File: src/rtl/hiscore_ram_bridge_if.sv
// Bus bundle between the hiscore RAM bridge and its surroundings:
// hiscore engine side, game CPU side and the single-port work RAM.
// The bridge uses the slave view; the environment uses the master view.
interface hiscore_ram_bridge_if #(
  parameter int AW = 10
);
  logic          hs_pause;
  logic [AW-1:0] hs_addr;
  logic [7:0]    hs_data;
  logic          hs_write;
  logic [7:0]    hs_din;
  logic [AW-1:0] cpu_addr;
  logic [7:0]    cpu_dout;
  logic          cpu_we;
  logic          cpu_idle;
  logic          cpu_pause_req;
  logic [AW-1:0] ram_addr;
  logic [7:0]    ram_dout;
  logic          ram_we;
  logic [7:0]    ram_q;
  logic          ram_sel;
  logic          fifo_overflow;
  logic          grant_timeout;

  modport slave (
    input  hs_pause, hs_addr, hs_data, hs_write,
    input  cpu_addr, cpu_dout, cpu_we, cpu_idle,
    input  ram_q,
    output hs_din, cpu_pause_req, ram_addr, ram_dout, ram_we, ram_sel,
    output fifo_overflow, grant_timeout
  );

  modport master (
    output hs_pause, hs_addr, hs_data, hs_write,
    output cpu_addr, cpu_dout, cpu_we, cpu_idle,
    output ram_q,
    input  hs_din, cpu_pause_req, ram_addr, ram_dout, ram_we, ram_sel,
    input  fifo_overflow, grant_timeout
  );
endinterface

File: src/rtl/hiscore_ram_bridge.sv
// Hiscore RAM bridge: arbitrates the game's single-port work RAM between
// the CPU and the hiscore engine. Ownership is taken only after the CPU
// acknowledges a pause (or a timeout forces it). Hiscore writes are queued
// in a small FIFO so none are lost while waiting; reads are issued only
// when the FIFO is empty, so they never overtake a queued write.
module hiscore_ram_bridge #(
  parameter int          AW        = 10,
  parameter int          FIFO_LOG2 = 3,
  parameter logic [15:0] TIMEOUT   = 16'hFFFF
) (
  input  logic           clk,
  input  logic           reset,
  hiscore_ram_bridge_if.slave bus
);

  localparam int DEPTH = 1 << FIFO_LOG2;
  localparam int EW    = AW + 8;
  localparam logic [FIFO_LOG2:0] FULL_CNT = (FIFO_LOG2 + 1)'(DEPTH);

  typedef enum logic [1:0] {
    ST_IDLE,
    ST_REQ,
    ST_GRANT,
    ST_RELEASE
  } state_t;

  state_t               r_state;
  logic [EW-1:0]        r_fifoMem [DEPTH];
  logic [FIFO_LOG2-1:0] r_wrPtr;
  logic [FIFO_LOG2-1:0] r_rdPtr;
  logic [FIFO_LOG2:0]   r_count;
  logic                 r_overflow;
  logic                 r_timeout;
  logic                 r_pauseReq;
  logic                 r_ramSel;
  logic [AW-1:0]        r_hsRa;
  logic [7:0]           r_hsRd;
  logic                 r_hsRwe;
  logic                 r_rdPend;
  logic [7:0]           r_hsDin;
  logic                 r_idleS1;
  logic                 r_idleS2;
  logic                 r_idleS3;
  logic [15:0]          r_toCnt;

  logic                 w_empty;
  logic                 w_full;
  logic                 w_pop;
  logic                 w_push;
  logic                 w_drop;
  logic                 w_reqSrc;
  logic [EW-1:0]        w_head;

  assign w_empty  = (r_count == '0);
  assign w_full   = (r_count == FULL_CNT);
  assign w_pop    = (r_state == ST_GRANT) && !w_empty;
  assign w_push   = bus.hs_write && (!w_full || w_pop);
  assign w_drop   = bus.hs_write && w_full && !w_pop;
  assign w_reqSrc = bus.hs_pause || bus.hs_write || !w_empty;
  assign w_head   = r_fifoMem[r_rdPtr];

  // RAM port mux: CPU owns the RAM unless the registered select hands it over
  assign bus.ram_addr = r_ramSel ? r_hsRa  : bus.cpu_addr;
  assign bus.ram_dout = r_ramSel ? r_hsRd  : bus.cpu_dout;
  assign bus.ram_we   = r_ramSel ? r_hsRwe : bus.cpu_we;

  assign bus.cpu_pause_req = r_pauseReq;
  assign bus.ram_sel       = r_ramSel;
  assign bus.hs_din        = r_hsDin;
  assign bus.fifo_overflow = r_overflow;
  assign bus.grant_timeout = r_timeout;

  // FIFO storage; flushing is done by resetting the pointers, not the array
  always_ff @(posedge clk) begin
    if (w_push) begin
      r_fifoMem[r_wrPtr] <= {bus.hs_addr, bus.hs_data};
    end
  end

  // FIFO pointers, occupancy and the sticky overflow flag
  always_ff @(posedge clk) begin
    if (reset) begin
      r_wrPtr    <= '0;
      r_rdPtr    <= '0;
      r_count    <= '0;
      r_overflow <= 1'b0;
    end else begin
      if (w_push) r_wrPtr <= r_wrPtr + 1'b1;
      if (w_pop)  r_rdPtr <= r_rdPtr + 1'b1;
      case ({w_push, w_pop})
        2'b10:   r_count <= r_count + 1'b1;
        2'b01:   r_count <= r_count - 1'b1;
        default: r_count <= r_count;
      endcase
      if (w_drop) r_overflow <= 1'b1;
    end
  end

  // Ownership FSM with registered pause/select and hiscore-side RAM signals
  always_ff @(posedge clk) begin
    if (reset) begin
      r_state    <= ST_IDLE;
      r_pauseReq <= 1'b0;
      r_ramSel   <= 1'b0;
      r_hsRa     <= '0;
      r_hsRd     <= '0;
      r_hsRwe    <= 1'b0;
      r_timeout  <= 1'b0;
      r_idleS1   <= 1'b0;
      r_idleS2   <= 1'b0;
      r_idleS3   <= 1'b0;
      r_toCnt    <= '0;
    end else begin
      case (r_state)
        ST_IDLE: begin
          r_pauseReq <= 1'b0;
          r_ramSel   <= 1'b0;
          r_hsRwe    <= 1'b0;
          r_idleS1   <= 1'b0;
          r_idleS2   <= 1'b0;
          r_idleS3   <= 1'b0;
          r_toCnt    <= '0;
          if (w_reqSrc) begin
            r_state    <= ST_REQ;
            r_pauseReq <= 1'b1;
          end
        end
        ST_REQ: begin
          r_idleS1 <= bus.cpu_idle;
          r_idleS2 <= r_idleS1;
          r_idleS3 <= r_idleS2;
          r_toCnt  <= r_toCnt + 16'd1;
          if (!w_reqSrc) begin
            r_state    <= ST_IDLE;
            r_pauseReq <= 1'b0;
          end else if (r_idleS2 && r_idleS3) begin
            r_state  <= ST_GRANT;
            r_ramSel <= 1'b1;
          end else if (r_toCnt + 16'd1 == TIMEOUT) begin
            r_state   <= ST_GRANT;
            r_ramSel  <= 1'b1;
            r_timeout <= 1'b1;
          end
        end
        ST_GRANT: begin
          r_idleS1 <= 1'b0;
          r_idleS2 <= 1'b0;
          r_idleS3 <= 1'b0;
          r_toCnt  <= '0;
          if (!w_empty) begin
            r_hsRa  <= w_head[EW-1:8];
            r_hsRd  <= w_head[7:0];
            r_hsRwe <= 1'b1;
          end else begin
            r_hsRa  <= bus.hs_addr;
            r_hsRwe <= 1'b0;
          end
          if (!bus.hs_pause && !bus.hs_write && w_empty) begin
            r_state <= ST_RELEASE;
          end
        end
        ST_RELEASE: begin
          r_hsRwe    <= 1'b0;
          r_ramSel   <= 1'b0;
          r_pauseReq <= 1'b0;
          r_state    <= ST_IDLE;
        end
        default: begin
          r_state <= ST_IDLE;
        end
      endcase
    end
  end

  // Readback: capture ram_q one cycle after a hiscore-owned read access
  always_ff @(posedge clk) begin
    if (reset) begin
      r_rdPend <= 1'b0;
      r_hsDin  <= '0;
    end else begin
      r_rdPend <= r_ramSel && !r_hsRwe;
      if (r_rdPend) r_hsDin <= bus.ram_q;
    end
  end

endmodule

File: src/flat_wrapper.sv
// flat-port wrapper written by rule: the top's interface ports become plain ports
module hiscore_ram_bridge_flat 
#(
  parameter int          AW        = 10,
  parameter int          FIFO_LOG2 = 3,
  parameter logic [15:0] TIMEOUT   = 16'hFFFF
)
  (clk, reset, bus_hs_pause, bus_hs_addr, bus_hs_data, bus_hs_write, bus_cpu_addr, bus_cpu_dout, bus_cpu_we, bus_cpu_idle, bus_ram_q, bus_hs_din, bus_cpu_pause_req, bus_ram_addr, bus_ram_dout, bus_ram_we, bus_ram_sel, bus_fifo_overflow, bus_grant_timeout);
  hiscore_ram_bridge_if #(.AW(AW)) bus_i ();
  input  logic clk;
  input  logic reset;
  input wire logic [$bits(bus_i.hs_pause)-1:0] bus_hs_pause;
  input wire logic [$bits(bus_i.hs_addr)-1:0] bus_hs_addr;
  input wire logic [$bits(bus_i.hs_data)-1:0] bus_hs_data;
  input wire logic [$bits(bus_i.hs_write)-1:0] bus_hs_write;
  input wire logic [$bits(bus_i.cpu_addr)-1:0] bus_cpu_addr;
  input wire logic [$bits(bus_i.cpu_dout)-1:0] bus_cpu_dout;
  input wire logic [$bits(bus_i.cpu_we)-1:0] bus_cpu_we;
  input wire logic [$bits(bus_i.cpu_idle)-1:0] bus_cpu_idle;
  input wire logic [$bits(bus_i.ram_q)-1:0] bus_ram_q;
  output wire logic [$bits(bus_i.hs_din)-1:0] bus_hs_din;
  output wire logic [$bits(bus_i.cpu_pause_req)-1:0] bus_cpu_pause_req;
  output wire logic [$bits(bus_i.ram_addr)-1:0] bus_ram_addr;
  output wire logic [$bits(bus_i.ram_dout)-1:0] bus_ram_dout;
  output wire logic [$bits(bus_i.ram_we)-1:0] bus_ram_we;
  output wire logic [$bits(bus_i.ram_sel)-1:0] bus_ram_sel;
  output wire logic [$bits(bus_i.fifo_overflow)-1:0] bus_fifo_overflow;
  output wire logic [$bits(bus_i.grant_timeout)-1:0] bus_grant_timeout;
  assign bus_i.hs_pause = bus_hs_pause;
  assign bus_i.hs_addr = bus_hs_addr;
  assign bus_i.hs_data = bus_hs_data;
  assign bus_i.hs_write = bus_hs_write;
  assign bus_i.cpu_addr = bus_cpu_addr;
  assign bus_i.cpu_dout = bus_cpu_dout;
  assign bus_i.cpu_we = bus_cpu_we;
  assign bus_i.cpu_idle = bus_cpu_idle;
  assign bus_i.ram_q = bus_ram_q;
  assign bus_hs_din = bus_i.hs_din;
  assign bus_cpu_pause_req = bus_i.cpu_pause_req;
  assign bus_ram_addr = bus_i.ram_addr;
  assign bus_ram_dout = bus_i.ram_dout;
  assign bus_ram_we = bus_i.ram_we;
  assign bus_ram_sel = bus_i.ram_sel;
  assign bus_fifo_overflow = bus_i.fifo_overflow;
  assign bus_grant_timeout = bus_i.grant_timeout;
  hiscore_ram_bridge #(.AW(AW), .FIFO_LOG2(FIFO_LOG2), .TIMEOUT(TIMEOUT)) u_core (.clk(clk), .reset(reset), .bus(bus_i));
endmodule
File: config.mk
export PLATFORM = sky130hd
export DESIGN_NAME = hiscore_ram_bridge_flat
export DESIGN_NICKNAME = d
export VERILOG_FILES = /design/src/rtl/hiscore_ram_bridge_if.sv /design/src/rtl/hiscore_ram_bridge.sv /design/src/flat_wrapper.sv
export SDC_FILE = /design/constraint.sdc
export NUM_CORES = 1
export LEC_CHECK = 0
export CAP_MARGIN = 10
export CORE_MARGIN = 2
export CORE_UTILIZATION = 50
export DETAILED_ROUTE_END_ITERATION = 7
export GPL_ROUTABILITY_DRIVEN = 0
export PLACE_DENSITY = 0.82
export SLEW_MARGIN = 20
export SYNTH_ARGS = -nofsm -noshare
export SYNTH_HDL_FRONTEND = slang
export SYNTH_SLANG_ARGS = --single-unit
File: constraint.sdc
create_clock -name clk -period 4.3 [get_ports clk]
set_input_delay 0.43 -clock clk [delete_from_list [all_inputs] [get_ports clk]]
set_output_delay 0.43 -clock clk [all_outputs]
set_load 0.02 [all_outputs]
==> impl_metrics.py, run 1 <==
metrics = {
    "logic_synthesis": {
        "synth-main-ff-cell": "edfxtp_1",
        "synth.avg_cell_area_um2": 14.2,
        "synth_top_cell_by_area": "edfxtp_1",
        "netlist_area_um2": 8910,
        "yosysSeqAreaShare_pct": 63.4,
        "ys_async_sr_fraction_pct": 0,
        "synth_edf_count": 144,
        "synth_top_area_share_pct": 48.5,
        "synth.distinct_cells": 60,
        "synth_fp_nets": 694,
        "synth.area.top_cells": "edfxtp_1 49%, dfxtp_1 15%, mux4_2 9.1%, mux2i_1 4.3%, nor2_1 3.2%",
        "synthCells": 628,
        "synth_seq_cells": 210,
        "yosys_warnings": 0,
    },
    "clock_tree": {
        "clock_sinks": 210,
        "postCtsSetupBuffers": 0,
        "insertion_delay_ns": 0.52,
        "clk_path_buf_depth": 3,
        "path_clk_slew_ns": 0.06,
        "root_buffer": "clkbuf_16",
        "cts_hold_buf": 0,
        "cts_resized": 0,
        "numCtsBuffers": 22,
        "h-tree-depth": 1,
        "cts_tree": "built",
    },
    "final_layout": {
        "fill_cells": 1219,
        "multiInputGateArea_um2": 3060,
        "final_util_pct": 61.9,
        "fin_nets": 777,
        "seqCellArea_um2": 5650,
        "antennaDiodeCount": 0,
        "stdcell_count": 952,
        "syn_to_final_growth_pct": 20.5,
        "drive_above_1_share_pct": 17.7,
    },
    "power": {
        "power.total_w": 0.00510,
        "seqPwrFrac_pct": 45.4,
        "power_density_nw_per_um2": 475,
        "peakVddDrop_v": 0.000382,
        "intPower_w": 0.00375,
        "switchingPower_w": 0.00135,
        "pwr-share-clk_pct": 36.6,
        "p_leak_nw": 3.51,
        "swShare_pct": 26.4,
        "combPwrFrac_pct": 18.0,
    },
    "floorplanning": {
        "die_h_um": 137,
        "io_pins": 81,
        "fp.dieW_um": 137,
        "start_util_pct": 51.3,
        "rows": 48,
        "core-area_um2": 17400,
        "die-area_um2": 18900,
    },
    "route": {
        "first_pass_iters": 6,
        "drc": 0,
        "drt_iter0_markers": 549,
        "wl_um": 19300,
        "vias_per_cell": 5.90,
        "via_count": 5613,
        "ant_nets": 0,
        "post_drt_wl_per_cell_um": 20.3,
    },
    "flow_run": {
        "max_cap_viol_count": 0,
    },
    "timing": {
        "worst_clock_skew_ns": 0.0240,
        "slew_violations": 0,
        "setup_viol": 0,
        "relSlewSlack_pct": 32.0,
        "hold_viol": 0,
        "fmax_mhz": 296,
        "post-route-period-util_pct": 78.5,
        "worstMarginPinSlew_ns": 1.02,
        "fin_tns_setup_ns": 0,
        "rsz0062_at_grt": "false",
        "finalCriticalPeriod_ns": 3.38,
    },
    "placement": {
        "place_inst": 912,
        "hpwl_um": 12500,
        "port_buffers": 80,
    },
    "global_routing": {
        "grt_pass1_vias": 5880,
        "grt_pass1_wl_um": 30600,
        "overflow": 0,
        "grt_usage_pct": 21.2,
        "antenna_found_initial": 0,
        "grt_max_degree": 31,
    },
    "setup_path": {
        "setup.worst_path.end_class": "flip-flop",
        "required_ns": 4.74,
        "path_class": "flip-flop to flip-flop",
        "crit_chain": "or4_1, and2_1, buf_4, ha_1, ha_1, a21o_1, a21oi_1, xnor2_1, or3_1, a21oi_1",
        "path_max_fanout": 23,
        "arrival_ns": 3.82,
        "timing.rr.start": "u_core.r_count[2]",
        "max_stage_delay_ns": 0.94,
        "slowest_stage": "or4_1",
        "worstSetupEndpoint": "u_core.r_count[3]",
        "r2r_slack_ns": 0.92,
        "cp-start-kind": "flip-flop",
        "crit_start": "u_core.r_count[2]",
        "r2r_end": "u_core.r_count[3]",
        "r2r_cells": 10,
    },
    "outcome": {
        "outcome": "complete, no violations",
    },
    "worst_hold_path": {
        "min_path_type": "input port to flip-flop",
    },
}
==> worst max-delay path: cells and delay by family, from the launching register on <==
family          cells  cell delay (ns)
compound gates      3             0.51
xor+xnor            1             0.11
fa+ha+maj           2             0.53
buf+inv             1             0.20
flops               1             0.34
simple gates        3             1.61
==> sequential cells by signal, summed over array words and instances (netlist names), named ones only <==
name,count
u_core.r_count,4
u_core.r_idleS3,1
u_core.r_idleS1,1
u_core.bus.ram_sel,1
u_core.r_state,1
u_core.r_idleS2,1
u_core.r_toCnt,16
u_core.r_fifoMem,144
u_core.bus.grant_timeout,1
u_core.r_rdPend,1
u_core.r_hsRa,10
u_core.bus.fifo_overflow,1
u_core.r_hsRd,8
u_core.bus.cpu_pause_req,1
u_core.bus.hs_din,8
u_core.r_rdPtr,3
u_core.r_wrPtr,3
u_core.r_hsRwe,1
==> cells in the final DEF, fill, tap and decap left out, types with 2 or more instances in the layout <==
cell / n
a211oi_1: 10
a21o_1: 2
a21oi_1: 44
a22oi_1: 3
a31oi_1: 6
and2_1: 2
and3_1: 3
buf_16: 2
buf_4: 16
clkbuf_1: 5
clkbuf_16: 23
clkbuf_8: 2
clkdlybuf4s50_1: 79
clkinv_2: 5
dfxtp_1: 65
edfxtp_1: 144
ha_1: 15
inv_1: 13
mux2_2: 20
mux2i_1: 38
mux4_2: 36
nand2_1: 22
nand2b_1: 7
nand3_1: 12
nand4_1: 2
nand4b_1: 2
nor2_1: 76
nor2b_1: 2
nor3_1: 3
nor3_2: 4
nor3b_1: 2
nor4_1: 2
o21ai_0: 14
or3_1: 6
or4_1: 3
xnor2_1: 2
xor2_1: 4
==> routing by layer <==
metal	wire (um)	part of all wire (%)	GRT usage [%]	up-vias
met4	527	2.7	6.99	0
met5	0	0	0	-
met2	10100	52	37.6	212
met3	1120	5.8	3.68	44
li1	-	-	-	2544
met1	7610	39	26.4	2813
==> worst min-delay path by stage <==
| stage | start | endpoint | slack (ns) | cells past startpoint |
|---|---|---|---|---|
| after floorplan | u_core.r_hsRwe | u_core.r_rdPend | 0.42 | 1 |
| after detailed placement | u_core.bus.fifo_overflow | u_core.bus.fifo_overflow | 0.48 | 2 |
| after CTS | reset | u_core.r_hsRa[1] | 0.32 | 2 |
| after global routing | reset | u_core.r_hsRa[1] | 0.36 | 2 |
| after global placement | u_core.bus.fifo_overflow | u_core.bus.fifo_overflow | 0.45 | 2 |
| final | reset | u_core.r_hsRa[1] | 0.34 | 2 |
==> per-stage QoR <==
stage               hold WS [ns]  area (um^2)  setup slack (ns)
global placement           0.450         9950              1.09
floorplan                  0.416         8910              1.31
CTS                        0.317        10700             0.936
global route               0.359        10700             0.717
finish                     0.345        10700             0.924
detailed placement         0.477        10000             0.981
==> power groups by stage <==
stage | Combinational [W] | Clock, W | Sequential (W)
2_1_floorplan | 0.000572 | 0 | 0.00234
3_3_place_gp | 0.000861 | 0 | 0.00235
3_5_place_dp | 0.000907 | 0 | 0.00236
4_1_cts | 0.000916 | 0.00190 | 0.00232
5_1_grt | 0.000987 | 0.00198 | 0.00233
6_report | 0.000917 | 0.00187 | 0.00232
==> kinds of logic after synthesis <==
kind of cell / Yosys count / share of synthesized area, %
flops: 210 / 63.4
simple gates: 159 / 8.92
mux: 95 / 16.1
compound gates: 90 / 6.31
buf+inv: 52 / 2.43
fa+ha+maj: 16 / 2.33
xor+xnor: 6 / 0.590
==> synth_stat cells (all sizes together) (3+ instances only) <==
cell,instances
a31oi,6
or4,5
clkbuf,28
nand2,22
nor3,7
mux4,36
buf,11
nand4,3
or3,6
a22oi,3
mux2,21
edfxtp,144
dfxtp,66
mux2i,38
nand2b,7
ha,15
xor2,4
nand3,14
o21ai,14
and3,3
inv,13
a21oi,44
a211oi,11
and2,3
nor2,77
==> layout make-up <==
| cell class | instances | share of cell area [%] |
|---|---|---|
| Inverter | 13 | 0.454 |
| Sequential cell | 210 | 52.6 |
| Tap cell | 225 | 2.62 |
| Timing Repair Buffer | 98 | 9.04 |
| Clock inverter | 10 | 1.00 |
| Multi-Input combinational cell | 366 | 28.5 |
| Clock buffer | 30 | 5.79 |
Power figures use the tool's default switching activity.
==> run 2, diff against run 1 <==
- PLACE_DENSITY: 0.82 -> 0.85
- clock period: 4.3 -> 2.75 ns (I/O delays scaled with it)
==> run 2 against run 1 <==
Wire length up 0.22%. Combinational power grew 64%. Highest routed layer unchanged. Maximum frequency is 32% higher. Largest cell class unchanged. First-iteration DRC count decreased by 23%. Hold slack worse by 0.13 ns. Global-route usage is essentially flat.
==> impl_metrics.py, run 2 (synthesis gave the netlist of run 1 again) <==
metrics = {
    "clock_tree": {
        "root_buffer": "clkbuf_16",
        "clk_path_buf_depth": 3,
        "path_clk_slew_ns": 0.06,
        "numCtsBuffers": 22,
        "clock_sinks": 210,
        "cts_tree": "built",
        "h-tree-depth": 1,
        "postCtsSetupBuffers": 0,
        "cts_resized": 0,
        "cts_hold_buf": 0,
        "insertion_delay_ns": 0.52,
    },
    "final_layout": {
        "stdcell_count": 962,
        "syn_to_final_growth_pct": 22.1,
        "largest_reg_flops": 144,
        "final_common_cell": "edfxtp_1",
        "fin_nets": 786,
        "final_util_pct": 62.7,
        "largest_register": "u_core.r_fifoMem",
        "drive_above_1_share_pct": 19.0,
        "most-common-layout-cells": "144 x edfxtp_1, 79 x clkdlybuf4s50_1, 76 x nor2_1",
        "top_regs": "u_core.r_fifoMem x144, u_core.r_toCnt x16, u_core.r_hsRa x10",
    },
    "floorplanning": {
        "start_util_pct": 51.3,
        "die_h_um": 137,
        "rows": 48,
        "fp.dieW_um": 137,
        "io_pins": 81,
        "core-area_um2": 17400,
        "die-area_um2": 18900,
    },
    "worst_hold_path": {
        "hold_end": "u_core.r_wrPtr[2]",
        "holdPathStages": 2,
        "min_path_type": "input port to flip-flop",
        "hp-start": "reset",
    },
    "timing": {
        "worstMarginPinSlew_ns": 0.540,
        "relSlewSlack_pct": 64.0,
        "fmax_mhz": 391,
        "finalCriticalPeriod_ns": 2.56,
        "worst_clock_skew_ns": 0.0232,
        "post-route-period-util_pct": 93.1,
        "setup_viol": 0,
        "slew_violations": 0,
        "fin_tns_setup_ns": 0,
        "rsz0062_at_grt": "false",
        "hold_viol": 0,
        "whs_ns": 0.217,
    },
    "placement": {
        "place_inst": 921,
        "port_buffers": 80,
        "hpwl_um": 12100,
    },
    "setup_path": {
        "r2r_end": "u_core.r_count[3]",
        "r2r_slack_ns": 0.19,
        "setup.worst_path.end_class": "flip-flop",
        "r2r_cells": 12,
        "path_class": "flip-flop to flip-flop",
        "arrival_ns": 2.99,
        "timing.rr.start": "u_core.r_state[0]",
        "path_max_fanout": 5,
        "required_ns": 3.18,
        "cp-start-kind": "flip-flop",
    },
    "route": {
        "wl_um": 19400,
        "drc": 0,
        "first_pass_iters": 5,
        "vias_per_cell": 5.78,
        "via_count": 5563,
        "post_drt_wl_per_cell_um": 20.1,
        "ant_nets": 0,
        "drt_iter0_markers": 424,
    },
    "power": {
        "power_density_nw_per_um2": 775,
        "p_leak_nw": 3.58,
        "peakVddDrop_v": 0.000666,
        "power.total_w": 0.00842,
    },
    "flow_run": {
        "max_cap_viol_count": 0,
    },
    "global_routing": {
        "overflow": 0,
        "antenna_found_initial": 1,
        "grt_pass1_vias": 5647,
        "grt_max_degree": 44,
        "grt_usage_pct": 21.2,
        "grt_pass1_wl_um": 30500,
    },
    "outcome": {
        "outcome": "complete, no violations",
    },
}
==> run 2: cell count changes in the layout (fill, tap and decap cells not counted), moves of 2 or more <==
cell,delta
buf_4,+10
bufinv_16,+5
buf_16,-2
clkbuf_1,-2
clkinv_1,+2
clkinv_2,-2
==> run 2: worst max-delay path, cell delays in order, from the launching register on <==
cell	delay (ns)
dfxtp_1	0.33
inv_1	0.10
ha_1	0.24
nand3b_1	0.20
and2_1	0.20
inv_1	0.10
ha_2	0.21
ha_1	0.23
a21o_1	0.20
a21oi_2	0.15
xnor2_1	0.09
or3_1	0.30
a21oi_1	0.14
==> run 2: cell type report <==
type | instances | area, um^2
timing repair buffer | 107 | 1000
fill | 1207 | 6480
clock buffer | 27 | 589
multi-input combinational | 366 | 3060
tap | 225 | 282
clock inverter | 13 | 240
sequential | 210 | 5650
inverter | 13 | 48.8
antenna | 1 | 2.50
==> run 2: per-stage QoR <==
stage	cell area, um^2	setup WS [ns]
floorplan	8920	0.0505
global placement	10000	0.248
detailed placement	10000	0.170
CTS	10900	0.152
global route	10900	0.0119
finish	10900	0.190
==> run 2: worst max-delay path by stage <==
stage | endpoint | start | cells past startpoint | slack (ns)
after floorplan | u_core.r_count[3] | u_core.r_count[2] | 11 | 0.05
after global placement | u_core.r_count[3] | bus_hs_write | 10 | 0.25
after detailed placement | u_core.r_count[3] | bus_hs_write | 10 | 0.17
after CTS | u_core.r_count[3] | u_core.r_count[2] | 9 | 0.15
after global routing | flip-flop | u_core.r_toCnt[1] | 8 | 0.01
final | u_core.r_count[3] | u_core.r_state[0] | 12 | 0.19
==> run 2: layer usage <==
layer	up-vias	GRT usage (%)	share of wire, %
met5	-	0	0
met4	0	7.50	3.4
met3	53	4.53	5.9
met2	183	36.7	50
met1	2770	26.5	40
li1	2557	-	-
==> run 2: report_power, final <==
part	leakage (nW)	internal, W	switching, W	total, W
logic	1.34	0.000699	0.000804	0.00150
registers	1.84	0.00350	0.0000905	0.00359
clock network	0.400	0.00210	0.00123	0.00333
==> run 3, diff against run 2 <==
--- a/config.mk
+++ b/config.mk
@@ -11,4 +11,5 @@
 export DETAILED_ROUTE_END_ITERATION = 7
 export GPL_ROUTABILITY_DRIVEN = 0
+export GPL_TIMING_DRIVEN = 1
 export PLACE_DENSITY = 0.85
 export SLEW_MARGIN = 20
==> constraint.sdc (replaced) <==
create_clock -name clk -period 2.75 [get_ports clk]
set_input_delay 0.55 -clock clk [delete_from_list [all_inputs] [get_ports clk]]
set_output_delay 0.55 -clock clk [all_outputs]
set_load 0.02 [all_outputs]
==> run 3 against run 2 <==
Clock skew up 0.0062 ns. Sequential share of layout area barely moved. Largest cell class unchanged. Non-clock buffer count grew 4. Critical path type unchanged.
==> impl_metrics.py, run 3 (synthesis gave the netlist of run 1 again) <==
metrics = {
    "timing": {
        "slew_violations": 0,
        "finalWorstSetupSlack_ns": 0.191,
        "setup_viol": 0,
        "hold_viol": 0,
        "fmax_mhz": 391,
        "fin_tns_setup_ns": 0,
        "rsz0062_at_grt": "false",
        "relSlewSlack_pct": 64.0,
        "finalCriticalPeriod_ns": 2.56,
        "worstMarginPinSlew_ns": 0.540,
        "whs_ns": 0.457,
        "post-route-period-util_pct": 93.1,
        "worst_clock_skew_ns": 0.0294,
    },
    "final_layout": {
        "largest_register": "u_core.r_fifoMem",
        "seqCellArea_um2": 5650,
        "drive_above_1_share_pct": 19.2,
        "final_common_cell": "edfxtp_1",
        "syn_to_final_growth_pct": 21.9,
        "top_regs": "u_core.r_fifoMem x144, u_core.r_toCnt x16, u_core.r_hsRa x10",
        "largest_reg_flops": 144,
        "most-common-layout-cells": "144 x edfxtp_1, 79 x clkdlybuf4s50_1, 76 x nor2_1",
        "final_util_pct": 62.6,
        "fill_cells": 1201,
        "final_area_um2": 10900,
        "multiInputGateArea_um2": 3060,
        "fin_nets": 790,
        "antennaDiodeCount": 0,
    },
    "global_routing": {
        "grt_pass1_vias": 5844,
        "grt_usage_pct": 20.9,
        "grt_pass1_wl_um": 30300,
        "grt_max_degree": 48,
        "antenna_found_initial": 0,
        "overflow": 0,
    },
    "setup_path": {
        "crit_chain": "or4_1, and2_1, ha_1, ha_1, a21o_1, a21oi_1, xnor2_1, or3_1, a21oi_1",
        "r2r_cells": 9,
        "r2r_slack_ns": 0.19,
        "slowest_stage": "or4_1",
        "setup.worst_path.end_class": "flip-flop",
        "path_class": "flip-flop to flip-flop",
        "timing.rr.start": "u_core.r_count[2]",
        "cp-start-kind": "flip-flop",
        "max_stage_delay_ns": 0.56,
        "path_max_fanout": 4,
        "required_ns": 3.18,
        "arrival_ns": 2.99,
        "r2r_end": "u_core.r_count[3]",
    },
    "placement": {
        "placed_cell_area_um2": 10100,
        "dp_slack_ns": 0.0135,
        "hpwl_um": 11900,
        "port_buffers": 80,
    },
    "power": {
        "power_density_nw_per_um2": 755,
        "p_leak_nw": 3.58,
        "peakVddDrop_v": 0.000568,
    },
    "route": {
        "vias_per_cell": 5.78,
        "wl_um": 19100,
        "ant_nets": 0,
        "first_pass_iters": 5,
        "post_drt_wl_per_cell_um": 19.8,
        "drc": 0,
        "via_count": 5578,
        "drt_iter0_markers": 425,
    },
    "clock_tree": {
        "root_buffer": "clkbuf_16",
        "path_clk_slew_ns": 0.06,
        "cts_resized": 0,
        "postCtsSetupBuffers": 0,
        "h-tree-depth": 1,
        "cts_hold_buf": 0,
        "insertion_delay_ns": 0.52,
        "clk_path_buf_depth": 3,
        "cts_tree": "built",
        "numCtsBuffers": 22,
        "clock_sinks": 210,
    },
    "worst_hold_path": {
        "holdPathStages": 2,
        "hold_end": "u_core.r_hsRa[3]",
        "min_path_type": "input port to flip-flop",
        "hp-start": "reset",
    },
    "outcome": {
        "outcome": "complete, no violations",
    },
    "floorplanning": {
        "fp.dieW_um": 137,
        "die-area_um2": 18900,
        "io_pins": 81,
        "start_util_pct": 51.3,
        "die_h_um": 137,
        "core-area_um2": 17400,
        "rows": 48,
    },
    "flow_run": {
        "max_cap_viol_count": 0,
    },
}
[run 3: area by class of cell]
class / count / area share, %
well taps: 225 / 2.59
clock inverters: 15 / 1.89
clock buffers: 25 / 5.26
multi-input cells: 366 / 28.1
repair buffers: 111 / 9.70
flip-flops and latches: 210 / 52.0
inverters: 13 / 0.449
[run 3: worst max-delay path by stage]
stage                  startpoint  slack (ns)  depth (start not counted)                 to
2_1_floorplan   u_core.r_count[2]        0.05                         11  u_core.r_count[3]
6_report        u_core.r_count[2]        0.19                          9  u_core.r_count[3]
4_1_cts        u_core.bus.ram_sel        0.18                          3    bus_ram_addr[4]
5_1_grt         u_core.r_toCnt[0]       0.002                          8          flip-flop
3_5_place_dp         bus_hs_write        0.01                         10  u_core.r_count[3]
3_3_place_gp         bus_hs_write        0.08                         10  u_core.r_count[3]
[run 3: through the flow]
stage | cells | power, W
6_report | 965 | 0.00821
5_1_grt | 965 | 0.00852
4_1_cts | 965 | 0.00826
3_5_place_dp | 925 | 0.00515
3_3_place_gp | 925 | 0.00508
2_1_floorplan | 628 | 0.00456
[run 3: where the power goes]
part / switching, W / internal [W] / leakage [nW] / total, W
sequential: 0.0000913 / 0.00350 / 1.84 / 0.00359
combinational: 0.000792 / 0.000708 / 1.37 / 0.00150
clock: 0.00123 / 0.00189 / 0.373 / 0.00311
total: 0.00211 / 0.00610 / 3.58 / 0.00821
[run 3: critical path, delay by kind of cell, from the launching register on]
kind	cells	cell delay (ns)
simple gates	3	1.07
compound gates	3	0.51
fa+ha+maj	2	0.49
flops	1	0.34
xor+xnor	1	0.09
[run 3: routing by layer]
layer / GRT usage [%] / routed length, um
met1: 26.4 / 7560
met2: 36.5 / 9810
met3: 3.94 / 1170
met4: 6.82 / 529
met5: 0 / 0
